==> src/rtl/seven_seg_pkg.sv <==
// Shared constants and types for the 7-segment display path (driver and scan decoder).
// Segment patterns are active-low, bit order g..a.
package seven_seg_pkg;

    localparam logic [6:0] SEG_0     = 7'h40;
    localparam logic [6:0] SEG_1     = 7'h79;
    localparam logic [6:0] SEG_2     = 7'h24;
    localparam logic [6:0] SEG_3     = 7'h30;
    localparam logic [6:0] SEG_4     = 7'h19;
    localparam logic [6:0] SEG_5     = 7'h12;
    localparam logic [6:0] SEG_6     = 7'h02;
    localparam logic [6:0] SEG_7     = 7'h78;
    localparam logic [6:0] SEG_8     = 7'h00;
    localparam logic [6:0] SEG_9     = 7'h10;
    localparam logic [6:0] SEG_BLANK = 7'h7F;
    localparam logic [3:0] AN_NONE   = 4'hF;

    typedef enum logic {SETTLE, HOLD} state_e;

    typedef struct packed {
        logic       valid;
        logic [1:0] idx;
    } slot_t;

    // Maps an active-low one-hot anode value to a digit slot; anything else is invalid.
    function automatic slot_t an_slot(input logic [3:0] an);
        slot_t r;
        r = '0;
        case (an)
            4'b1110: r = '{valid: 1'b1, idx: 2'd0};
            4'b1101: r = '{valid: 1'b1, idx: 2'd1};
            4'b1011: r = '{valid: 1'b1, idx: 2'd2};
            4'b0111: r = '{valid: 1'b1, idx: 2'd3};
            default: r = '0;
        endcase
        return r;
    endfunction

endpackage

==> src/rtl/seven_seg_scan_decoder_if.sv <==
// Bundle of the scanned display bus and the recovered-digit outputs.
// master = display-side driver / consumer, slave = seven_seg_scan_decoder.
interface seven_seg_scan_decoder_if;
    logic [7:0]  seg;
    logic [3:0]  an;
    logic [15:0] digits;
    logic [3:0]  seen;
    logic        frame_valid;
    logic        seg_err;
    logic        an_err;
    logic [3:0]  dp;

    modport master (
        output seg, an,
        input  digits, seen, frame_valid, seg_err, an_err, dp
    );

    modport slave (
        input  seg, an,
        output digits, seen, frame_valid, seg_err, an_err, dp
    );
endinterface

==> src/rtl/seg_pattern_decode.sv <==
// Combinational lookup from an active-low 7-segment pattern to its BCD value.
// Unknown patterns yield 4'hF with valid low.
module seg_pattern_decode
    import seven_seg_pkg::*;
(
    input  logic [6:0] pattern,
    output logic [3:0] value,
    output logic       valid
);

    always_comb begin
        value = 4'hF;
        valid = 1'b1;
        case (pattern)
            SEG_0:   value = 4'd0;
            SEG_1:   value = 4'd1;
            SEG_2:   value = 4'd2;
            SEG_3:   value = 4'd3;
            SEG_4:   value = 4'd4;
            SEG_5:   value = 4'd5;
            SEG_6:   value = 4'd6;
            SEG_7:   value = 4'd7;
            SEG_8:   value = 4'd8;
            SEG_9:   value = 4'd9;
            default: valid = 1'b0;
        endcase
    end

endmodule

==> src/rtl/seven_seg_scan_decoder.sv <==
// Recovers four BCD digits from a scanned, active-low seg/an display bus.
// Optional macro SEVEN_SEG_DECODER_DP_EN builds the decimal-point capture flops.
module seven_seg_scan_decoder
    import seven_seg_pkg::*;
#(
    parameter int unsigned SYNC_STAGES   = 2,
    parameter int unsigned STABLE_CYCLES = 16,
    parameter int unsigned CNT_W         = 8
) (
    input logic                      clk,
    input logic                      rst_n,
    seven_seg_scan_decoder_if.slave  bus
);

    if (SYNC_STAGES < 2) begin : g_chk_sync
        $error("SYNC_STAGES must be >= 2");
    end
    if (STABLE_CYCLES < 2 || (64'd1 << CNT_W) <= 64'(STABLE_CYCLES)) begin : g_chk_cnt
        $error("STABLE_CYCLES must be >= 2 and fit in CNT_W bits");
    end

    localparam logic [CNT_W-1:0] CntMax = CNT_W'(STABLE_CYCLES - 1);

    // {seg, an} synchronizer; all-ones is a blank display
    logic [11:0] sync_q [SYNC_STAGES];
    logic [11:0] s, s_q;

    always_ff @(posedge clk) begin
        if (!rst_n) begin
            for (int i = 0; i < int'(SYNC_STAGES); i++) sync_q[i] <= '1;
            s_q <= '1;
        end else begin
            sync_q[0] <= {bus.seg, bus.an};
            for (int i = 1; i < int'(SYNC_STAGES); i++) sync_q[i] <= sync_q[i-1];
            s_q <= s;
        end
    end

    assign s = sync_q[SYNC_STAGES-1];

    logic [7:0] s_seg;
    logic [3:0] s_an;
    logic       changed;

    assign s_seg   = s[11:4];
    assign s_an    = s[3:0];
    assign changed = (s != s_q);

    // Stability FSM
    state_e           state_q, state_d;
    logic [CNT_W-1:0] cnt_q, cnt_d;
    logic             capture;

    always_ff @(posedge clk) begin
        if (!rst_n) begin
            state_q <= SETTLE;
            cnt_q   <= '0;
        end else begin
            state_q <= state_d;
            cnt_q   <= cnt_d;
        end
    end

    always_comb begin
        state_d = state_q;
        cnt_d   = cnt_q;
        capture = 1'b0;
        unique case (state_q)
            SETTLE: begin
                if (changed) begin
                    cnt_d = '0;
                end else if (cnt_q == CntMax) begin
                    state_d = HOLD;
                    capture = 1'b1;
                end else begin
                    cnt_d = cnt_q + 1'b1;
                end
            end
            HOLD: begin
                if (changed) begin
                    cnt_d   = '0;
                    state_d = SETTLE;
                end
            end
            default: state_d = SETTLE;
        endcase
    end

    logic [3:0] dec_value;
    logic       dec_valid;

    seg_pattern_decode u_decode (
        .pattern (s_seg[6:0]),
        .value   (dec_value),
        .valid   (dec_valid)
    );

    slot_t slot;
    assign slot = an_slot(s_an);

    logic [15:0] digits_q, digits_d;
    logic [3:0]  seen_q, seen_d;
    logic        frame_q, frame_d;
    logic        seg_err_q, seg_err_d;
    logic        an_err_q, an_err_d;

    always_comb begin
        digits_d  = digits_q;
        seen_d    = seen_q;
        frame_d   = 1'b0;
        seg_err_d = seg_err_q;
        an_err_d  = 1'b0;
        // seen only reaches all-ones via a capture, and no capture can follow in the next cycle
        if (seen_q == 4'hF) begin
            seen_d  = '0;
            frame_d = 1'b1;
        end
        if (capture) begin
            if (slot.valid) begin
                digits_d[{slot.idx, 2'b00} +: 4] = dec_value;
                seen_d[slot.idx]                 = 1'b1;
                if (!dec_valid) seg_err_d = 1'b1;
            end else if (s_an != AN_NONE) begin
                an_err_d = 1'b1;
            end
        end
    end

    always_ff @(posedge clk) begin
        if (!rst_n) begin
            digits_q  <= '0;
            seen_q    <= '0;
            frame_q   <= 1'b0;
            seg_err_q <= 1'b0;
            an_err_q  <= 1'b0;
        end else begin
            digits_q  <= digits_d;
            seen_q    <= seen_d;
            frame_q   <= frame_d;
            seg_err_q <= seg_err_d;
            an_err_q  <= an_err_d;
        end
    end

`ifdef SEVEN_SEG_DECODER_DP_EN
    logic [3:0] dp_q, dp_d;

    always_comb begin
        dp_d = dp_q;
        if (capture && slot.valid) dp_d[slot.idx] = ~s_seg[7];
    end

    always_ff @(posedge clk) begin
        if (!rst_n) dp_q <= '0;
        else        dp_q <= dp_d;
    end

    assign bus.dp = dp_q;
`else
    logic unused_dp_bit;
    assign unused_dp_bit = s_seg[7];
    assign bus.dp        = 4'b0000;
`endif

    assign bus.digits      = digits_q;
    assign bus.seen        = seen_q;
    assign bus.frame_valid = frame_q;
    assign bus.seg_err     = seg_err_q;
    assign bus.an_err      = an_err_q;

endmodule

==> src/flat_wrapper.sv <==
// flat-port wrapper written by rule: the top's interface ports become plain ports
module seven_seg_scan_decoder_flat import seven_seg_pkg::*;
#(
    parameter int unsigned SYNC_STAGES   = 2,
    parameter int unsigned STABLE_CYCLES = 16,
    parameter int unsigned CNT_W         = 8
)
  (clk, rst_n, bus_seg, bus_an, bus_digits, bus_seen, bus_frame_valid, bus_seg_err, bus_an_err, bus_dp);
  seven_seg_scan_decoder_if bus_i ();
  input logic clk;
  input logic rst_n;
  input wire logic [$bits(bus_i.seg)-1:0] bus_seg;
  input wire logic [$bits(bus_i.an)-1:0] bus_an;
  output wire logic [$bits(bus_i.digits)-1:0] bus_digits;
  output wire logic [$bits(bus_i.seen)-1:0] bus_seen;
  output wire logic [$bits(bus_i.frame_valid)-1:0] bus_frame_valid;
  output wire logic [$bits(bus_i.seg_err)-1:0] bus_seg_err;
  output wire logic [$bits(bus_i.an_err)-1:0] bus_an_err;
  output wire logic [$bits(bus_i.dp)-1:0] bus_dp;
  assign bus_i.seg = bus_seg;
  assign bus_i.an = bus_an;
  assign bus_digits = bus_i.digits;
  assign bus_seen = bus_i.seen;
  assign bus_frame_valid = bus_i.frame_valid;
  assign bus_seg_err = bus_i.seg_err;
  assign bus_an_err = bus_i.an_err;
  assign bus_dp = bus_i.dp;
  seven_seg_scan_decoder #(.SYNC_STAGES(SYNC_STAGES), .STABLE_CYCLES(STABLE_CYCLES), .CNT_W(CNT_W)) u_core (.clk(clk), .rst_n(rst_n), .bus(bus_i));
endmodule
==> config.mk <==
export PLATFORM = sky130hd
export DESIGN_NAME = seven_seg_scan_decoder_flat
export DESIGN_NICKNAME = d
export VERILOG_FILES = /design/src/rtl/seven_seg_pkg.sv /design/src/rtl/seven_seg_scan_decoder_if.sv /design/src/rtl/seg_pattern_decode.sv /design/src/rtl/seven_seg_scan_decoder.sv /design/src/flat_wrapper.sv
export SDC_FILE = /design/constraint.sdc
export NUM_CORES = 1
export LEC_CHECK = 0
export ABC_AREA = 1
export CAP_MARGIN = 15
export CORE_MARGIN = 1
export CORE_UTILIZATION = 50
export DETAILED_ROUTE_END_ITERATION = 6
export GPL_TIMING_DRIVEN = 0
export PLACE_DENSITY = 0.75
export RECOVER_POWER = 100
export SLEW_MARGIN = 20
export SYNTH_ARGS = -nofsm -noshare
export SYNTH_HDL_FRONTEND = slang
export SYNTH_SLANG_ARGS = --single-unit
==> constraint.sdc <==
create_clock -name clk -period 2.8 [get_ports clk]
set_input_delay 0.28 -clock clk [delete_from_list [all_inputs] [get_ports clk]]
set_output_delay 0.28 -clock clk [all_outputs]
set_load 0.1 [all_outputs]
Yosys cells after proc, flatten, opt, wreduce, memory -nomap -nowiden
Memories as Yosys holds them, arrays and structs flattened.
Cells that the tools add are included.
{"block": "word_totals", "ff_bits": 44, "ram_bits": 24, "input_bits": 14, "out_inout_bits": 27, "elab_cells": 72, "mem_count": 1}
{"memory": "u_core.sync_q", "words": 2, "word_bits": 12, "read_ports": 2, "rd_clocked_by_memory_dff": 0, "wr": 2, "line_no": "seven_seg_scan_decoder.sv:25", "source": "logic [11:0] sync_q [SYNC_STAGES];"}
{"block": "op_classes", "addsub": 2, "order_cmp": 2, "n_eq_ne": 19, "shift": 2, "n_mux": 24, "bitwise": 7, "reduce_logical": 7}
{"op": "case mux 4 bit (10 select lines)", "n": 1}
{"op": "2-to-1 mux 12 bit", "n": 2}
{"op": "2-to-1 mux 8 bit", "n": 3}
{"op": "equality test 7 x 5 -> 1 bit (second input constant)", "n": 3}
{"op": "equality test 7 bit (second input constant)", "n": 3}
{"op": "bitwise mux 16 bit", "n": 1}
{"op": "equality test 4 bit (second input constant)", "n": 4}
{"op": "case mux 8 bit (2 select lines)", "n": 1}
{"op": "variable shift 4 x 6 -> 16 bit (first input constant)", "n": 1}
{"op": "variable part select 4 x 6 -> 16 bit", "n": 1}
{"op": "equality test 7 x 6 -> 1 bit (second input constant)", "n": 2}
{"op": "2-to-1 mux 4 bit", "n": 3}
{"op": "inequality test 12 bit", "n": 1}
{"op": "case mux 3 bit (4 select lines)", "n": 1}
{"op": "2-to-1 mux 1 bit", "n": 10}
{"op": "OR reduction 10 bit", "n": 1}
{"op": "adder 8 x 1 -> 8 bit (second input constant)", "n": 1}
{"op": "equality test 8 x 4 -> 1 bit (second input constant)", "n": 1}
{"op": "equality test 7 x 2 -> 1 bit (second input constant)", "n": 1}
{"op": "logical NOT 7 bit", "n": 1}
{"op": "negator 4 -> 6 bit", "n": 1}
{"op": "equality test 4 x 3 -> 1 bit (second input constant)", "n": 1}
{"op": "inequality test 4 bit (second input constant)", "n": 1}
{"op": "inverter 1 bit", "n": 4}
{"op": "other kinds (12)", "n": 14}

Logic depth before layout (Yosys ltp)
Gate-level depths: netlist of run 1.
An unclocked memory read counts as a cell.
{"block": "depth", "word_depth": 10, "ltp_mapped": 12}

By module
From an unflattened synthesis of run 1, not the netlist that was laid out.
{"block": "unflattened", "cells_unflattened": 418, "area_unflattened_um2": 3044.2}
{"mod": "seven_seg_scan_decoder", "instances": 1, "cells_each": 370, "area_per_inst_um2": 2824.0}
{"mod": "seg_pattern_decode", "instances": 1, "cells_each": 48, "area_per_inst_um2": 220.2}

Worst setup path before layout of run 1
OpenSTA, ideal clock, no wires.
{"block": "synth_timing", "path_type": "register -> register", "startpoint": "mem u_core.sync_q[1][3] (netlist: u_core.sync_q[0][15])", "endpoint": "reg u_core.digits_q[0] (netlist: u_core.bus.digits[0])", "arrival_ns": 1.612, "path_slack_ns": 1.061, "path_stages_with_launch": 10, "path_buffers": 0, "period_less_slack_ns": 1.739, "path_cell_list": "dfxtp_1 > nand2_1 > nor3_1 > nor2_1 > ha_1 > inv_1 > nor2_4 > nand2_1 > o21ai_1 > nor2_1"}
{"element": "from (decl)", "line_no": "seven_seg_scan_decoder.sv:25"}
{"element": "to (signal assigned)", "line_no": "seven_seg_scan_decoder.sv:137", "source": "digits_q <= digits_d;"}
{"element": "to (decl)", "line_no": "seven_seg_scan_decoder.sv:101", "source": "logic [15:0] digits_q, digits_d;"}

Worst setup path after layout of run 1
{"block": "layout_timing", "startpoint": "reg u_core.cnt_q[0]", "endpoint": "reg u_core.digits_q[9] (netlist: u_core.bus.digits[9])"}
{"block": "layout_between", "elab_chain_len": 5}
{"element": "from (decl)", "line_no": "seven_seg_scan_decoder.sv:51", "source": "logic [CNT_W-1:0] cnt_q, cnt_d;"}
{"element": "from (signal assigned)", "line_no": "seven_seg_scan_decoder.sv:60", "source": "cnt_q <= cnt_d;"}
{"element": "equality test 8 x 4 -> 1 bit", "line_no": "seven_seg_scan_decoder.sv:72", "source": "end else if (cnt_q == CntMax) begin"}
{"element": "2-to-1 mux 1 bit", "line_no": "seven_seg_scan_decoder.sv:72"}
{"element": "2-to-1 mux 1 bit", "line_no": "seven_seg_scan_decoder.sv:70", "source": "if (changed) begin"}
{"element": "2-to-1 mux 1 bit", "line_no": "seven_seg_scan_decoder.sv:68", "source": "unique case (state_q)"}
{"element": "AND reduction 2 bit (no line)"}
Every way passes these cells.
A chain may end at the register's enable or synchronous reset.

==> flow_summary.toml, run 1 <==
[outcome]
status = "finished, final reports clean"

[floorplan]
coreArea_sq_mm = 0.00589
rows = 28
start_util_pct = 51.7
die_y_microns = 80.0
die-area_sq_mm = 0.00641
pin_count = 41
die_x_microns = 80.0

[cts]
clk_pin_slew_worst_paths_ps = 80
clockRootBuffer = "clkbuf_8"
numClockSinks = 68
cts_max_level = 3
clk_path_buf_depth = 2
post_cts_buffers = 0
ctsResizeCount = 0
clk_latency_ps = 340
ctsHoldBuffers = 0
cts_buffers = 9
cts_tree = "yes"

[timing]
worstMarginPinSlew_ps = 980
final-setup-viol-count = 0
final.setup.tns_ps = 0
post-route-period-util_pct = 82.4
fin_ws_ps = 494
final_hold_viol_count = 0
maxSlewHeadroom_pct = 34.4
finClkSkew_ps = 8.59
rsz0062_at_grt = "false"
fmax_mhz = 434
drv_slew = 0
min_period_ps = 2310

[flow_run]
max-cap-violations = 0

[grt]
grt_max_degree = 13
grtUsageTotal_pct = 19.8
overflow = 0
grt_pass1_wl_microns = 9870
antenna_found_initial = 0
grt_pass1_vias = 2353

[pwr]
peakVddDrop_v = 0.000331
p_leak_nw = 1.75
p_per_area_mw_per_mm2 = 542

[final_layout]
fillers = 545
drive_gt1_share_pct = 12.9
final_cell_mix = "103 x nand2_1, 68 x dfxtp_1, 67 x nor2_1"
nets = 490
final_common_cell = "nand2_1"
area_growth_pct = 20.5
diodes = 0

[worst_setup_path]
crit_fanout = 8
cp.arrival_ps = 2520
end_kind = "register"
start_kind = "register"
crit_type = "reg -> reg"
crit_required_ps = 3010

[synthesis]
ys_seq_area_share_pct = 44.7
synthTopCellsByArea = "dfxtp_1 45%, nand2_1 13%, nor2_1 7.8%"
ys_types = 30
avgSynthCellArea_sq_um = 7.27
syn-cell-area_sq_mm = 0.00305
synth.top_cell.area_share_pct = 44.7
yosys_warnings = 0
postSynthCellCount = 419
yosysTopAreaCell = "dfxtp_1"
yosys_register_bits = 68

[detailed_routing]
wl_microns = 5670
avgViaCountPerCell = 4.75
drc = 0
num_vias = 2603
first_pass_iters = 4
wl_per_cell_microns = 10.3
antenna_left = 0
first_iter_violations = 116

[min_path]
hold_path_class = "in -> reg"

[place]
gp_congestion = 0.858
hpwl_microns = 4260
port_buffers = 35
pre_cts_slack_ps = 705
## layout make-up
class	instances	area, sq um	area share, %
buffer	10	52.6	1.43
clock buffer	10	138	3.75
clock inverter	6	63.8	1.74
inverter	51	191	5.22
multi-input combinational	293	1420	38.7
sequential	68	1360	37.1
tap	75	93.8	2.56
timing repair buffer	35	350	9.55
## flip-flops by register name (all words and copies together) (netlist names)
signal,flops
u_core.bus.seg_err,1
u_core.bus.digits,16
u_core.bus.frame_valid,1
u_core.s_q,12
u_core.sync_q,24
u_core.cnt_q,8
u_core.bus.an_err,1
u_core.bus.seen,4
u_core.state_q,1
## critical path, cell delays in order, from the launching register on
cell and delay [ps]:
dfxtp_1 380, ha_1 200, nand2_1 80, nor2_1 160, nand4_1 110, nor2_1 180, nand4_1 390, nor2_1 390
inv_1 150, nand2_1 90, a21oi_1 60
## metrics by stage
| stage | util, % | instance area [sq um] | hold slack [ps] | std cells | total power [mW] |
|---|---|---|---|---|---|
| floorplan | - | 3060 | 387 | 422 | 1.16 |
| global placement | 59.5 | 3500 | 394 | 532 | 1.20 |
| finish | 62.4 | 3670 | 226 | 548 | 1.99 |
| CTS | 62.9 | 3700 | 223 | 548 | 2.01 |
| global route | 62.4 | 3670 | 259 | 548 | 2.09 |
| detailed placement | 59.5 | 3500 | 398 | 532 | 1.21 |
## where the power goes
part / internal (mW) / total [mW] / switching (mW)
combinational: 0.0652 / 0.177 / 0.112
clock: 0.433 / 0.810 / 0.377
sequential: 0.988 / 1.00 / 0.0141
total: 1.49 / 1.99 / 0.503
## worst paths after layout
kind / slack (ps) / end / from / cells past startpoint
setup reg to reg: 490 / u_core.bus.digits[9] / u_core.cnt_q[0] / 10
hold / removal: 230 / u_core.s_q[11] / rst_n / 2
hold reg to reg: 410 / u_core.sync_q[0][16] / u_core.sync_q[0][4] / 1
setup / recovery: 490 / u_core.bus.digits[9] / u_core.cnt_q[0] / 10
## per-layer routing
metal | wire (microns) | vias up | global-route usage, %
li1 | - | 1387 | -
met4 | 71 | 0 | 6.07
met1 | 2690 | 1151 | 24.1
met5 | 0 | - | 0
met2 | 2680 | 57 | 33.8
met3 | 224 | 8 | 5.49
## cell families (layout without fill, tap and decap cells)
family	after synthesis	after routing	synth area share, %
other cells	1	4	0.123
xor+xnor	5	5	1.44
flops	68	68	44.7
compound gates	31	31	5.22
simple gates	245	245	37.2
buf+inv	61	112	8.01
fa+ha+maj	8	8	3.29
## Yosys cell counts, drive strengths merged
library cell,count
a21oi,22
a31oi,1
and2,1
buf,4
clkbuf,6
clkinv,1
conb,1
dfxtp,68
ha,8
inv,50
nand2,109
nand3,21
nand3b,1
nand4,8
nor2,72
nor3,6
nor3b,1
nor4,1
o21a,1
o21ai,7
or2,25
xnor2,4
xor2,1
(Power assumes the default switching activity.)
==> run 2, diff against run 1 <==
CORE_UTILIZATION = 49   (was 50)
PLACE_DENSITY = 0.76   (was 0.75)
clock period = 1.9 ns   (was 2.8 ns; I/O delays follow)
==> flow_summary.toml, run 2 (synthesis gave the netlist of run 1 again) <==
[final_layout]
seqCellArea_sq_mm = 0.00138
largest_reg_flops = 24
nets = 496
final_common_cell = "nand2_1"
area_growth_pct = 26.9
drive_gt1_share_pct = 20.9
post-route-util_pct = 64.9
regMostFlops = "u_core.sync_q"
fillers = 533
final_area_sq_mm = 0.00386
multi_input_area_sq_mm = 0.00156
final_cell_mix = "99 x nand2_1, 61 x dfxtp_1, 56 x nor2_1"
diodes = 0

[cts]
ctsHoldBuffers = 0
cts_max_level = 3
numClockSinks = 68
cts_buffers = 9
clk_path_buf_depth = 2
clockRootBuffer = "clkbuf_8"
cts_tree = "yes"
clk_latency_ps = 330
clk_pin_slew_worst_paths_ps = 70

[timing]
rsz0062_at_grt = "true"
min_period_ps = 1800
maxSlewHeadroom_pct = 36.1
post-route-period-util_pct = 94.8
final-setup-viol-count = 0
final_hold_viol_count = 0
finClkSkew_ps = 6.27
fmax_mhz = 555
worstMarginPinSlew_ps = 962
drv_slew = 0

[floorplan]
rows = 28
start_util_pct = 51.1
die-area_sq_mm = 0.00653
coreArea_sq_mm = 0.00596
pin_count = 41
die_x_microns = 80.8
die_y_microns = 80.8

[place]
port_buffers = 35
place_area_sq_mm = 0.00350
gp_congestion = 0.885
hpwl_microns = 4340

[detailed_routing]
drc = 0
met3_length_microns = 255
first_iter_violations = 150
met1Wirelength_microns = 2860
antenna_left = 0
first_pass_iters = 5
wl_per_cell_microns = 11.2
num_vias = 2681
wl_microns = 6180
dr.max_layer_used = "met4"
avgViaCountPerCell = 4.84
wl_met2_microns = 2950

[worst_setup_path]
slowest_stage = "dfxtp_4"
slowest_delay_ps = 370
crit_end = "u_core.bus.digits[4]"
end_kind = "register"
crit_type = "reg -> reg"
crit_required_ps = 2110
reg2reg_slack_ps = 100
r2r-end = "u_core.bus.digits[4]"
r2r_start = "u_core.cnt_q[1]"
critical_path.startpoint = "u_core.cnt_q[1]"
crit_fanout = 5
path_cells = "ha_4 -> nand2_4 -> nor2_4 -> nand4_1 -> nor2_4 -> nand4_4 -> nor2_4 -> nor2_1 -> nor2_1 -> nor2_1"
start_kind = "register"
ff2ff_path_depth = 10
cp.arrival_ps = 2010

[outcome]
status = "finished, final reports clean"

[min_path]
hold_path_class = "in -> reg"

[grt]
grt_max_degree = 12
grtUsageTotal_pct = 20.1
grt_pass1_wl_microns = 10000
overflow = 0
antenna_found_initial = 0
grt_pass1_vias = 2436

[pwr]
peakVddDrop_v = 0.000515
p_leak_nw = 1.85
finalPower_mw = 3.16
p_per_area_mw_per_mm2 = 817

[flow_run]
max-cap-violations = 0
## run 2: per-stage QoR
stage | worst slack [ps] | cells | hold WS (ps) | setup TNS [ps]
4_1_cts | 8.16 | 551 | 148 | 0
3_3_place_gp | -130 | 532 | 395 | -1260
5_1_grt | -75.1 | 554 | 159 | -593
6_report | 99.5 | 554 | 165 | 0
2_1_floorplan | 161 | 422 | 297 | 0
3_5_place_dp | -175 | 532 | 399 | -1880
## run 2: worst max-delay path: cells and delay by family, from the launching register on
family                     cells  cell delay (ps)
and+or+nand+nor                9             1140
DFF                            1              370
adders and majority gates      1              160
## run 2: metal layers
layer	GRT usage, %	vias up
li1	-	1405
met1	23.4	1193
met2	33.3	71
met3	6.74	12
met4	8.75	0
met5	0	-
## run 2: worst min-delay path by stage
stage | from | end | slack (ps) | depth (start not counted)
4_1_cts | rst_n | u_core.s_q[3] | 150 | 2
5_1_grt | rst_n | u_core.s_q[3] | 160 | 2
3_3_place_gp | u_core.sync_q[0][10] | u_core.sync_q[0][22] | 390 | 1
3_5_place_dp | u_core.sync_q[0][9] | u_core.sync_q[0][21] | 400 | 1
2_1_floorplan | bus_an[0] | u_core.sync_q[0][0] | 300 | 1
6_report | rst_n | u_core.s_q[11] | 170 | 2
## run 2: timing repair
action | CTS | global route
buffers inserted | 1 | 3
gates cloned | 2 | 0
setup endpoints to repair | 41 | 27
pin swaps | 5 | 23
gates resized for setup | 33 | 26
## run 2: power by group
part / internal (mW) / switching (mW)
combinational: 0.109 / 0.188
sequential: 1.46 / 0.0215
clock: 0.848 / 0.535
## run 2: area by class of cell
| type | count | share of cell area (%) |
|---|---|---|
| plain buffers | 10 | 1.36 |
| clock buffers | 13 | 4.37 |
| clock inverters | 3 | 1.75 |
| inverters | 51 | 4.95 |
| multi-input cells | 295 | 40.5 |
| flip-flops and latches | 68 | 35.6 |
| well taps | 75 | 2.43 |
| repair buffers | 39 | 9.10 |
==> run 3, diff against run 2 <==
==> constraint.sdc (replaced) <==
create_clock -name clk -period 1.9 [get_ports clk]
set_input_delay 0.475 -clock clk [delete_from_list [all_inputs] [get_ports clk]]
set_output_delay 0.475 -clock clk [all_outputs]
set_load 0.1 [all_outputs]
==> flow_summary.toml, run 3 (synthesis gave the netlist of run 1 again) <==
[outcome]
status = "finished, final reports clean"

[detailed_routing]
num_vias = 2690
met1Wirelength_microns = 2790
dr.max_layer_used = "met4"
drc = 0
first_iter_violations = 160
avgViaCountPerCell = 4.83
first_pass_iters = 4
met3_length_microns = 278
wl_microns = 6210
antenna_left = 0
wl_per_cell_microns = 11.2
wl_met2_microns = 3030

[timing]
drv_slew = 0
final_hold_viol_count = 0
fmax_mhz = 529
final-setup-viol-count = 0
final.setup.tns_ps = 0
worstMarginPinSlew_ps = 549
min_period_ps = 1890
whs_ps = 415
post-route-period-util_pct = 99.4
finClkSkew_ps = 6.36
fin_ws_ps = 10.9
rsz0062_at_grt = "true"
maxSlewHeadroom_pct = 63.6

[cts]
clk_path_buf_depth = 2
ctsHoldBuffers = 0
clk_latency_ps = 330
numClockSinks = 68
cts_max_level = 3
clockRootBuffer = "clkbuf_8"
cts_buffers = 9
cts_tree = "yes"
clk_pin_slew_worst_paths_ps = 70

[floorplan]
die_x_microns = 80.8
start_util_pct = 51.1
pin_count = 41
die_y_microns = 80.8
rows = 28
die-area_sq_mm = 0.00653
coreArea_sq_mm = 0.00596

[final_layout]
largest_reg_flops = 24
diodes = 0
regMostFlops = "u_core.sync_q"
final_cell_mix = "99 x nand2_1, 63 x dfxtp_1, 56 x nor2_1"
drive_gt1_share_pct = 25.5
final_common_cell = "nand2_1"
nets = 499
area_growth_pct = 29.4
final_area_sq_mm = 0.00394

[pwr]
p_leak_nw = 1.76
seqPwrFrac_pct = 46.7
power.switching_mw = 0.742
p_per_area_mw_per_mm2 = 802
power_frac_comb_pct = 9.5
clkPwrFrac_pct = 43.8
intPower_mw = 2.42
swShare_pct = 23.5
peakVddDrop_v = 0.000514

[worst_setup_path]
cp.arrival_ps = 2140
crit_type = "reg -> reg"
cpMostUsedCell = "nor2_4"
path_cells = "ha_4 -> nand2_4 -> nor2_4 -> nand4_1 -> nor2_4 -> nand4_4 -> nor2_4 -> nand3_1 -> a21oi_1"
cp_top_family = "simple AND/OR/NAND/NOR gates"
path_buf_inv = 0
start_kind = "register"
end_kind = "register"
crit_fanout = 8
crit_required_ps = 2150
slowest_delay_ps = 370
slowest_stage = "dfxtp_4"

[grt]
antenna_found_initial = 0
grt_max_degree = 12
overflow = 0
grtUsageTotal_pct = 19.6
grt_pass1_wl_microns = 9780
grt_pass1_vias = 2360

[place]
port_buffers = 35
pre_cts_slack_ps = -175
gp_congestion = 0.885
hpwl_microns = 4340
place_area_sq_mm = 0.00350

[min_path]
hold_path_class = "reg -> reg"

[flow_run]
max-cap-violations = 0
run 3: power by group through the flow:
stage / Combinational, mW / Clock [mW] / Sequential [mW]
final: 0.299 / 1.38 / 1.48
after global routing: 0.333 / 1.47 / 1.48
after CTS: 0.269 / 1.40 / 1.48
after detailed placement: 0.268 / 0 / 1.51
after global placement: 0.263 / 0 / 1.51
after floorplan: 0.207 / 0 / 1.50
run 3: worst register-to-register path: cells and delay by family (launching register included):
kind / cells / cell delay, ps
AND/OR/NAND/NOR: 7 / 1130
adder cells (fa/ha/maj): 1 / 160
flip-flops: 1 / 370
AO/OA/AOI/OAI: 1 / 150
run 3: cell type report:
type	instances	area (sq um)
Timing Repair Buffer	43	443
Clock inverter	3	67.6
Tap cell	75	93.8
Buffer	10	52.6
Fill cell	521	2010
Clock buffer	13	169
Sequential cell	68	1370
Multi-Input combinational cell	294	1550
Inverter	51	191
run 3: repair_timing:
action / CTS / global route
endpoints found under the setup margin: 41 / 26
resized for setup: 73 / 31
buffers inserted: 1 / 7
pin swaps: 2 / 26
gates cloned: 0 / 1
run 3: final timing paths:
kind	startpoint	end	slack (ps)	depth (start not counted)
min reg2reg	u_core.sync_q[0][11]	u_core.sync_q[0][23]	410	1
max	u_core.cnt_q[1]	u_core.bus.digits[5]	10	9
max reg2reg	u_core.cnt_q[1]	u_core.bus.digits[5]	10	9
min	u_core.sync_q[0][11]	u_core.sync_q[0][23]	410	1
run 3: through the flow:
step	power (mW)	util [%]	cells
global placement	1.77	58.8	532
finish	3.16	66.2	557
detailed placement	1.78	58.8	532
CTS	3.14	63.5	549
floorplan	1.71	-	422
global route	3.29	66.2	557
run 3: metal layers:
layer  vias to the layer above  global-route usage [%]
li1                       1406                       -
met5                         -                       0
met4                         0                    7.32
met2                        75                    32.4
met1                      1196                    23.6
met3                        13                    6.29
